File: src/rtl/counter_pkg.sv
// Shared defaults and boundary-mode encoding for the prescaled counter family.
package counter_pkg;

  localparam int unsigned CNT_WIDTH_DEF = 8;
  localparam int unsigned PRE_W_DEF     = 4;

  typedef enum logic {
    CNT_WRAP = 1'b0,
    CNT_SAT  = 1'b1
  } cnt_mode_e;

endpackage

File: src/rtl/clk_prescaler.sv
// Clock-enable prescaler: pulses tick once every pre_div+1 enabled cycles.
module clk_prescaler
  import counter_pkg::*;
#(
  parameter int unsigned PRE_W = PRE_W_DEF
) (
  input  logic             clk,
  input  logic             rst,
  input  logic             en,
  input  logic             clr,
  input  logic [PRE_W-1:0] pre_div,
  output logic             tick
);

  localparam logic [PRE_W-1:0] PRE_ONE = {{(PRE_W-1){1'b0}}, 1'b1};

  logic [PRE_W-1:0] pre_cnt_q;
  logic [PRE_W-1:0] pre_cnt_d;

  // A lowered pre_div below pre_cnt just lets the counter run round to it.
  always_comb begin
    tick = en & (pre_cnt_q == pre_div);
  end

  always_comb begin
    pre_cnt_d = pre_cnt_q;
    if (clr) begin
      pre_cnt_d = '0;
    end else if (tick) begin
      pre_cnt_d = '0;
    end else if (en) begin
      pre_cnt_d = pre_cnt_q + PRE_ONE;
    end
  end

  always_ff @(posedge clk or posedge rst) begin
    if (rst) begin
      pre_cnt_q <= '0;
    end else begin
      pre_cnt_q <= pre_cnt_d;
    end
  end

endmodule

File: src/rtl/prescaled_mod_counter.sv
// Up/down modulo counter stepped by a prescaler, with load, wrap/saturate
// boundary handling, a terminal-count pulse and a sticky overflow flag.
module prescaled_mod_counter
  import counter_pkg::*;
#(
  parameter int unsigned     WIDTH     = CNT_WIDTH_DEF,
  parameter int unsigned     PRE_W     = PRE_W_DEF,
  parameter logic [WIDTH-1:0] RESET_VAL = '0
) (
  input  logic             clk,
  input  logic             rst,
  input  logic             en,
  input  logic             up,
  input  logic             sat_mode,
  input  logic             load,
  input  logic [WIDTH-1:0] load_val,
  input  logic [WIDTH-1:0] limit,
  input  logic [PRE_W-1:0] pre_div,
  input  logic             clr_ovf,
  output logic [WIDTH-1:0] count,
  output logic             tc,
  output logic             ovf,
  output logic             tick
);

  localparam logic [WIDTH-1:0] CNT_ONE = {{(WIDTH-1){1'b0}}, 1'b1};

  logic [WIDTH-1:0] count_q, count_d;
  logic             tc_q, tc_d;
  logic             ovf_q, ovf_d;
  logic             boundary;
  cnt_mode_e        mode;

  clk_prescaler #(
    .PRE_W (PRE_W)
  ) u_prescaler (
    .clk     (clk),
    .rst     (rst),
    .en      (en),
    .clr     (load),
    .pre_div (pre_div),
    .tick    (tick)
  );

  always_comb begin
    mode     = cnt_mode_e'(sat_mode);
    count_d  = count_q;
    boundary = 1'b0;
    if (load) begin
      count_d = (load_val > limit) ? limit : load_val;
    end else if (tick) begin
      if (up) begin
        // >= so a limit lowered beneath the current count still wraps/saturates
        if (count_q < limit) begin
          count_d = count_q + CNT_ONE;
        end else begin
          boundary = 1'b1;
          count_d  = (mode == CNT_SAT) ? limit : '0;
        end
      end else begin
        if (count_q != '0) begin
          count_d = count_q - CNT_ONE;
        end else begin
          boundary = 1'b1;
          count_d  = (mode == CNT_SAT) ? '0 : limit;
        end
      end
    end
  end

  // A boundary step on the same cycle as clr_ovf keeps the flag set.
  always_comb begin
    tc_d  = boundary;
    ovf_d = boundary | (ovf_q & ~clr_ovf);
  end

  always_ff @(posedge clk or posedge rst) begin
    if (rst) begin
      count_q <= RESET_VAL;
      tc_q    <= 1'b0;
      ovf_q   <= 1'b0;
    end else begin
      count_q <= count_d;
      tc_q    <= tc_d;
      ovf_q   <= ovf_d;
    end
  end

  assign count = count_q;
  assign tc    = tc_q;
  assign ovf   = ovf_q;

endmodule
File: config.mk
export PLATFORM = sky130hd
export DESIGN_NAME = prescaled_mod_counter
export DESIGN_NICKNAME = d
export VERILOG_FILES = /design/src/rtl/counter_pkg.sv /design/src/rtl/clk_prescaler.sv /design/src/rtl/prescaled_mod_counter.sv
export SDC_FILE = /design/constraint.sdc
export NUM_CORES = 1
export LEC_CHECK = 0
export CAP_MARGIN = 20
export CORE_MARGIN = 2
export CORE_UTILIZATION = 40
export CTS_CLUSTER_SIZE = 40
export DETAILED_ROUTE_END_ITERATION = 12
export HOLD_SLACK_MARGIN = 0.03
export PLACE_DENSITY_LB_ADDON = 0.25
export SYNTH_ARGS = -nofsm -noshare
export SYNTH_HDL_FRONTEND = slang
export SYNTH_SLANG_ARGS = --single-unit
File: constraint.sdc
create_clock -name clk -period 1.96 [get_ports clk]
set_input_delay 0.294 -clock clk [delete_from_list [all_inputs] [get_ports clk]]
set_output_delay 0.294 -clock clk [all_outputs]
set_load 0.01 [all_outputs]
==> results of run 1 <==
## synth_stat cells, types with 4 or more instances
| master | count | share of area |
|---|---|---|
| nor2_1 | 20 | 0.045 |
| ha_1 | 19 | 0.14 |
| inv_1 | 15 | 0.034 |
| dfrtp_1 | 14 | 0.21 |
| a21oi_1 | 13 | 0.039 |
| nand2_1 | 12 | 0.027 |
| mux2i_1 | 11 | 0.066 |
| nand3_1 | 9 | 0.027 |
| xnor2_1 | 7 | 0.037 |
| xor2_1 | 7 | 0.037 |
| nand4_1 | 6 | 0.022 |
| clkbuf_1 | 5 | 0.011 |
| o21ai_0 | 5 | 0.015 |
| a211oi_1 | 4 | 0.018 |
| and3_1 | 4 | 0.015 |
| nor3_1 | 4 | 0.012 |
## sequential cells by signal (all words and copies together) (netlist names)
register and count:
tc 1, count 8, ovf 1, u_prescaler.pre_cnt_q 4
## report_power, final
part           internal (mW)  switching [mW]  total [mW]
clock                  0.179           0.127       0.306
combinational          0.462           0.452       0.914
sequential             0.319          0.0362       0.355
total                  0.959           0.616        1.58
## worst paths after layout
check                                     startpoint              endpoint  slack [ns]  cells after the start
min in group clk                       ovf$_DFF_PP0_         ovf$_DFF_PP0_        0.55                      2
worst min-delay path                             rst  count[1]$_DFFE_PP0P_        0.40                      2
worst min register to register         ovf$_DFF_PP0_         ovf$_DFF_PP0_        0.55                      2
worst max-delay path            count[5]$_DFFE_PP0P_  count[7]$_DFFE_PP0P_       -0.17                      7
max in group asynchronous                        rst  count[0]$_DFFE_PP0P_        1.14                      2
worst max register to register  count[5]$_DFFE_PP0P_  count[7]$_DFFE_PP0P_       -0.17                      7
## logic make-up after synthesis
logic type                 share of synthesized area
muxes                                         0.0725
buffers and inverters                         0.0598
adders and majority gates                      0.142
DFF                                            0.209
and+or+nand+nor                                0.214
AOI/OAI and AO/OA                              0.229
xor gates and xnor gates                      0.0732
## critical path, stage by stage, from the launching register on
cell	delay [ns]
dfrtp_1	0.44
buf_6	0.14
or4_4	0.45
nor4_4	0.17
mux2i_1	0.25
o31ai_1	0.11
o32ai_1	0.38
a221oi_2	0.05
## layout by cell type (no fill, tap or decap), drive strengths merged, types with 2 or more instances in the layout
cell and instances:
mux2i 11, o311ai 3, xor2 7, nor3 5
o211ai 2, clkdlybuf4s50 20, dfrtp 14, dlygate4sd2 15
o211a 2, inv 15, o21a 3, xnor2 7
buf 62, a41oi 2, a21oi 13, nor4 3
nor2 20, a31oi 2, nand3 9, nand4 6
a211oi 5, o31ai 2, o21ai 5, a221oi 2
nand2b 3, nand2 12, and3 4, or3 2
clkdlybuf4s15 2, clkbuf 4, ha 19, a21o 3
## metrics by stage
step	setup WS (ns)	hold WS [ns]	cell area, sq um	instances
3_5_place_dp	-0.639	0.537	2520	337
5_1_grt	-0.209	0.449	2870	350
3_3_place_gp	-0.632	0.528	2520	337
6_report	-0.172	0.396	2870	350
4_1_cts	-0.112	0.423	2800	348
2_1_floorplan	-0.122	0.183	1730	204
## final cells by class
type / count / area, sq um
Multi-Input combinational cell: 167 / 1510
Sequential cell: 14 / 354
Timing Repair Buffer: 99 / 825
Fill cell: 278 / 1130
Inverter: 16 / 62.6
Tap cell: 50 / 62.6
Clock buffer: 4 / 55.1
## what timing repair did
action | 4_1_cts | 5_1_grt
pin swaps | 24 | 9
cloned | 1 | 0
setup buffers | 6 | 2
hold buffers | 0 | 0
setup endpoints to repair | 11 | 11
gates resized for setup | 55 | 13
## routing by layer
layer | global-route usage | part of all wire | vias to the layer above
met5 | 0 | 0 | -
met4 | 0.103 | 0.020 | 0
met3 | 0.0325 | 0.071 | 11
met2 | 0.440 | 0.48 | 96
met1 | 0.375 | 0.43 | 928
li1 | - | - | 960
==> key figures, run 1 <==
Floorplanning
  – # IOs: 38
  – Die ar.: 4720 sq um
  – Die height: approximately 70 um
  – Die X: between 60 and 70 um
  – Rows: 23
  – Core ar.: approximately 4000 sq um
  – Initial core utilization: 0.419

Clock tree
  – TritonCTS clock tree: yes
  – Total number of H-tree levels: 1
  – Clk root buf: clkbuf_8
  – Max Root-Sink Buffers: 2
  – Clock Sink Count: 14
  – CTS Buf Count: 3
  – Clk slew on worst S/H paths: 0.07 ns
  – Clock Latency Late Sink: ~0.26 ns

Power
  – Max IR drop VDD: 0.421 mV
  – Total power: 1.58 mW
  – Cell Pwr Density: 550 nW/um^2
  – Leakage power: approximately 1.3 nW

Outcome
  – Status: finished with violations
  – Failing checks: setup timing

Timing
  – Fmax achieved: 469 MHz
  – Final WS setup: -0.172 ns
  – Fin. Hold Viols: 0
  – Rel. slew slack: 0.603
  – Final Max Tran Viols: 0
  – RSZ-0062 raised after global routing: true
  – Final Cycle Share: 1.09
  – Final Setup Violations: 10
  – Final min period: 2.13 ns
  – Worst slew pin tran: 0.595 ns
  – Setup TNS: -0.930 ns
  – Post-Route Skew: 0.00706 ns

Route
  – Via count: 1995
  – Routed Antenna Nets: 0
  – Post-DR wirelength/cell: 16.8 um
  – Via density: ~5.7
  – Final WL: between 5 and 6 mm
  – Drt first pass iters: 5
  – Iter 0 DRT Violations: roughly 190
  – DRC Markers: 0

Synthesis
  – Number of synthesized flops with an enable pin: 0
  – Syn_nets: between 200 and 300
  – Ys Warns: 0
  – Post-Syn Area: 1670 sq um
  – Unique masters post-synth: just over 50
  – Post-synthesis sequential element count: 14
  – Mean Syn Cell Area: 8.21 sq um
  – Syn Inst Count: 204
  – Seq/Total Area, Yosys: 0.209
  – Predominant post-synthesis flop cell: dfrtp_1
  – Fraction of registers with async set or reset after synthesis: 1.00

Finish
  – Area growth, synth to finish: 71.2%
  – Antenna Cells: 0
  – Post-layout util: 0.716
  – Ratio of cells with drive above 1 in the final layout: 0.393
  – Layout net count: 347

Global routing
  – First-pass GRT wire length: 9.41 mm
  – Total global-route track usage: 0.274
  – Initial antenna violation count: 0
  – Grt ovf: 0
  – Pin count of the biggest net entering global routing: 15
  – Vias in the first global route: 1900

Setup path
  – Critical Path RT: between 2 and 2.5 ns
  – Worst Path Arrival: roughly 2.3 ns
  – Critical path class: reg2reg
  – CP Launch Type: flop
  – Nature of the critical path endpoint: flop
  – Max FO, Critical Path: 3

Worst hold path
  – HP Class: in2async

Placed design
  – Detailed placement HPWL: about 4.2 mm
  – I/O Buffers: 37
  – Final Wtd Congestion: roughly 0.92

Run
  – Max Cap Viol: 0
Note: power is estimated with default switching activity, not from simulation.
==> run 2, diff against run 1 <==
--- a/config.mk
+++ b/config.mk
@@ -5,6 +5,7 @@
 export SDC_FILE = /design/constraint.sdc
 export NUM_CORES = 1
 export LEC_CHECK = 0
+export ABC_CLOCK_PERIOD_IN_PS = 1960
 export CAP_MARGIN = 20
 export CORE_MARGIN = 2
 export CORE_UTILIZATION = 40
@@ -12,6 +13,7 @@
 export DETAILED_ROUTE_END_ITERATION = 12
 export HOLD_SLACK_MARGIN = 0.03
 export PLACE_DENSITY_LB_ADDON = 0.25
+export RECOVER_POWER = 100
 export SYNTH_ARGS = -nofsm -noshare
 export SYNTH_HDL_FRONTEND = slang
 export SYNTH_SLANG_ARGS = --single-unit
==> key figures, run 2 (synthesis results as in run 1) <==
Setup path
  – CP Launch Type: flop
  – Critical path class: reg2reg
  – Critical path depth: 7 (unchanged)
  – Max incr delay on CP: 0.45 ns (about the same)
  – Worst Path Arrival: 2.25 ns (-0.02 ns)
  – Nature of the critical path endpoint: flop
  – CP max-delay cell: or4_4
  – Critical Path RT: 2.09 ns (about the same)
  – Max FO, Critical Path: 3 (unchanged)
  – Critical path buffers and inverters: 1 (unchanged)
  – R2R depth: 7 (unchanged)
  – Crit-path cells: buf_6 -> or4_4 -> nor4_4 -> mux2i_1 -> o31ai_1 -> o32ai_1 -> a221oi_2
  – Crit path max-delay family: simple AND/OR/NAND/NOR gates

Finish
  – Ratio of cells with drive above 1 in the final layout: 0.387 (-0.00667)
  – Commonest non-fill, non-tap cell in the layout: buf_4
  – Area of the multi-input gates: 1510 sq um (unchanged)
  – FILL cells: 279 (+0.36%)
  – Max reg flops: 8 (unchanged)
  – Most frequent cells in the layout: buf_4, clkdlybuf4s50_1, nor2_1, dlygate4sd2_1, ha_1
  – FF/Latch Area: 354 sq um (unchanged)
  – Antenna Cells: 0 (unchanged)
  – Layout net count: 347 (unchanged)
  – Area growth, synth to finish: 70.7%

Power
  – Leakage power: 1.28 nW (about the same)
  – Cell Pwr Density: 550 nW/um^2 (about the same)
  – Max IR drop VDD: 0.420 mV (-0.15%)
  – Logic gate share of total power: 0.579 (about the same)
  – Clock power share: 0.195 (about the same)
  – Sw frac: 0.391 (about the same)
  – Seq pwr share: 0.226 (about the same)
  – Internal power: 0.957 mW (-0.22%)
  – Switching power: 0.614 mW (-0.32%)

Global routing
  – Pin count of the biggest net entering global routing: 15 (unchanged)
  – Vias in the first global route: 1900 (unchanged)
  – Grt ovf: 0 (unchanged)
  – First-pass GRT wire length: 9.41 mm (unchanged)
  – Total global-route track usage: 0.274 (unchanged)
  – Initial antenna violation count: 0 (unchanged)

Timing
  – Fmax achieved: 473 MHz (+0.81%)
  – Fin. Hold Viols: 0 (unchanged)
  – Final WS setup: -0.155 ns (+0.0171 ns)
  – RSZ-0062 raised after global routing: true
  – Final hold slack: 0.537 ns (+0.141 ns)
  – Worst slew pin tran: 0.605 ns (+0.00971 ns)
  – Final Setup Violations: 11 (+1)
  – Rel. slew slack: 0.596 (-0.00648)
  – Post-Route Skew: 0.00654 ns (-0.000528 ns)
  – Final Max Tran Viols: 0 (unchanged)
  – Final Cycle Share: 1.08 (-0.00872)
  – Final min period: 2.12 ns (-0.0171 ns)

Clock tree
  – Clk slew on worst S/H paths: 0.07 ns (about the same)
  – Cts hold-fix bufs: 0 (unchanged)
  – CTS Buf Count: 3 (unchanged)
  – Clock Latency Late Sink: 0.26 ns (about the same)
  – Total number of H-tree levels: 1 (unchanged)
  – Max Root-Sink Buffers: 2 (unchanged)
  – Clock Sink Count: 14 (unchanged)
  – Clk root buf: clkbuf_8
  – TritonCTS clock tree: yes

Placed design
  – Post-place setup slack: -0.639 ns (unchanged)
  – Final Wtd Congestion: 0.925 (unchanged)
  – Detailed placement HPWL: 4.15 mm (unchanged)
  – I/O Buffers: 37 (unchanged)

Route
  – Final WL: 5.84 mm (-0.56%)
  – Drt first pass iters: 5 (unchanged)
  – DRC Markers: 0 (unchanged)
  – Via count: 1998 (+0.15%)
  – Post-DR wirelength/cell: 16.7 um (-0.56%)
  – Iter 0 DRT Violations: 190 (+2.7%)
  – Routed Antenna Nets: 0 (unchanged)
  – Via density: 5.71 (+0.15%)

Floorplanning
  – # IOs: 38 (unchanged)
  – Core ar.: 4000 sq um (unchanged)
  – Die X: 68.7 um (unchanged)
  – Die height: 68.7 um (unchanged)
  – Initial core utilization: 0.419 (unchanged)
  – Die ar.: 4720 sq um (unchanged)
  – Rows: 23 (unchanged)

Outcome
  – Status: finished with violations
  – Failing checks: setup timing

Worst hold path
  – HP Class: in2async

Run
  – Max Cap Viol: 0 (unchanged)
==> run 2: changes by cell type in the layout (fill, tap and decap cells not counted), sizes merged <==
| cell | previous run | this run |
|---|---|---|
| buf | 62 | 59 |
| clkbuf | 4 | 7 |
| clkdlybuf4s50 | 20 | 16 |
| dlygate4sd3 | 0 | 4 |
==> run 2: repair_timing <==
| item | CTS | global route |
|---|---|---|
| pin swaps | 24 | 9 |
| resized for setup | 55 | 13 |
| endpoints found under the setup margin | 11 | 11 |
| buffers inserted | 6 | 2 |
| cloned | 1 | 0 |
==> run 2: final cells by class <==
cell class | instances | area share
multi-input combinational | 167 | 0.527
clock buffer | 4 | 0.0193
timing repair buffer | 99 | 0.286
inverter | 16 | 0.0219
sequential | 14 | 0.124
tap | 50 | 0.0219
==> run 2: power groups by stage <==
stage	Combinational, mW	Sequential, mW	Clock (mW)
2_1_floorplan	0.391	0.373	0
3_3_place_gp	0.748	0.354	0
3_5_place_dp	0.748	0.355	0
4_1_cts	0.859	0.351	0.303
5_1_grt	0.980	0.358	0.322
6_report	0.910	0.355	0.306
==> run 2: stage by stage <==
step / setup TNS (ns) / instance area, sq um / total power [mW] / utilization / instances
after floorplan: -0.434 / 1730 / 0.764 / - / 204
after global placement: -5.33 / 2520 / 1.10 / 0.630 / 337
after detailed placement: -5.57 / 2520 / 1.10 / 0.630 / 337
after CTS: -0.624 / 2800 / 1.51 / 0.701 / 348
after global routing: -1.61 / 2860 / 1.66 / 0.714 / 350
final: -0.944 / 2860 / 1.57 / 0.714 / 350
==> run 2: worst paths after layout <==
check,start,end,slack (ns)
max,count[5]$_DFFE_PP0P_,count[7]$_DFFE_PP0P_,-0.16
min,rst,count[1]$_DFFE_PP0P_,0.54
max reg2reg,count[5]$_DFFE_PP0P_,count[7]$_DFFE_PP0P_,-0.16
min reg2reg,ovf$_DFF_PP0_,ovf$_DFF_PP0_,0.55
max in group asynchronous,rst,count[0]$_DFFE_PP0P_,0.99
min in group clk,ovf$_DFF_PP0_,ovf$_DFF_PP0_,0.55
==> run 2: layer usage <==
metal / track usage / vias up / share of wire
met5: 0 / - / 0
met4: 0.103 / 0 / 0.022
met3: 0.0325 / 13 / 0.068
met2: 0.440 / 105 / 0.47
met1: 0.375 / 921 / 0.44
li1: - / 959 / -
==> run 3, diff against run 2 <==
--- a/config.mk
+++ b/config.mk
@@ -9,7 +9,7 @@
 export CAP_MARGIN = 20
 export CORE_MARGIN = 2
 export CORE_UTILIZATION = 40
-export CTS_CLUSTER_SIZE = 40
+export CTS_CLUSTER_SIZE = 10
 export DETAILED_ROUTE_END_ITERATION = 12
 export HOLD_SLACK_MARGIN = 0.03
 export PLACE_DENSITY_LB_ADDON = 0.25
==> results of run 3 <==
Final layout, timing and power as in run 2 (identical DEF).
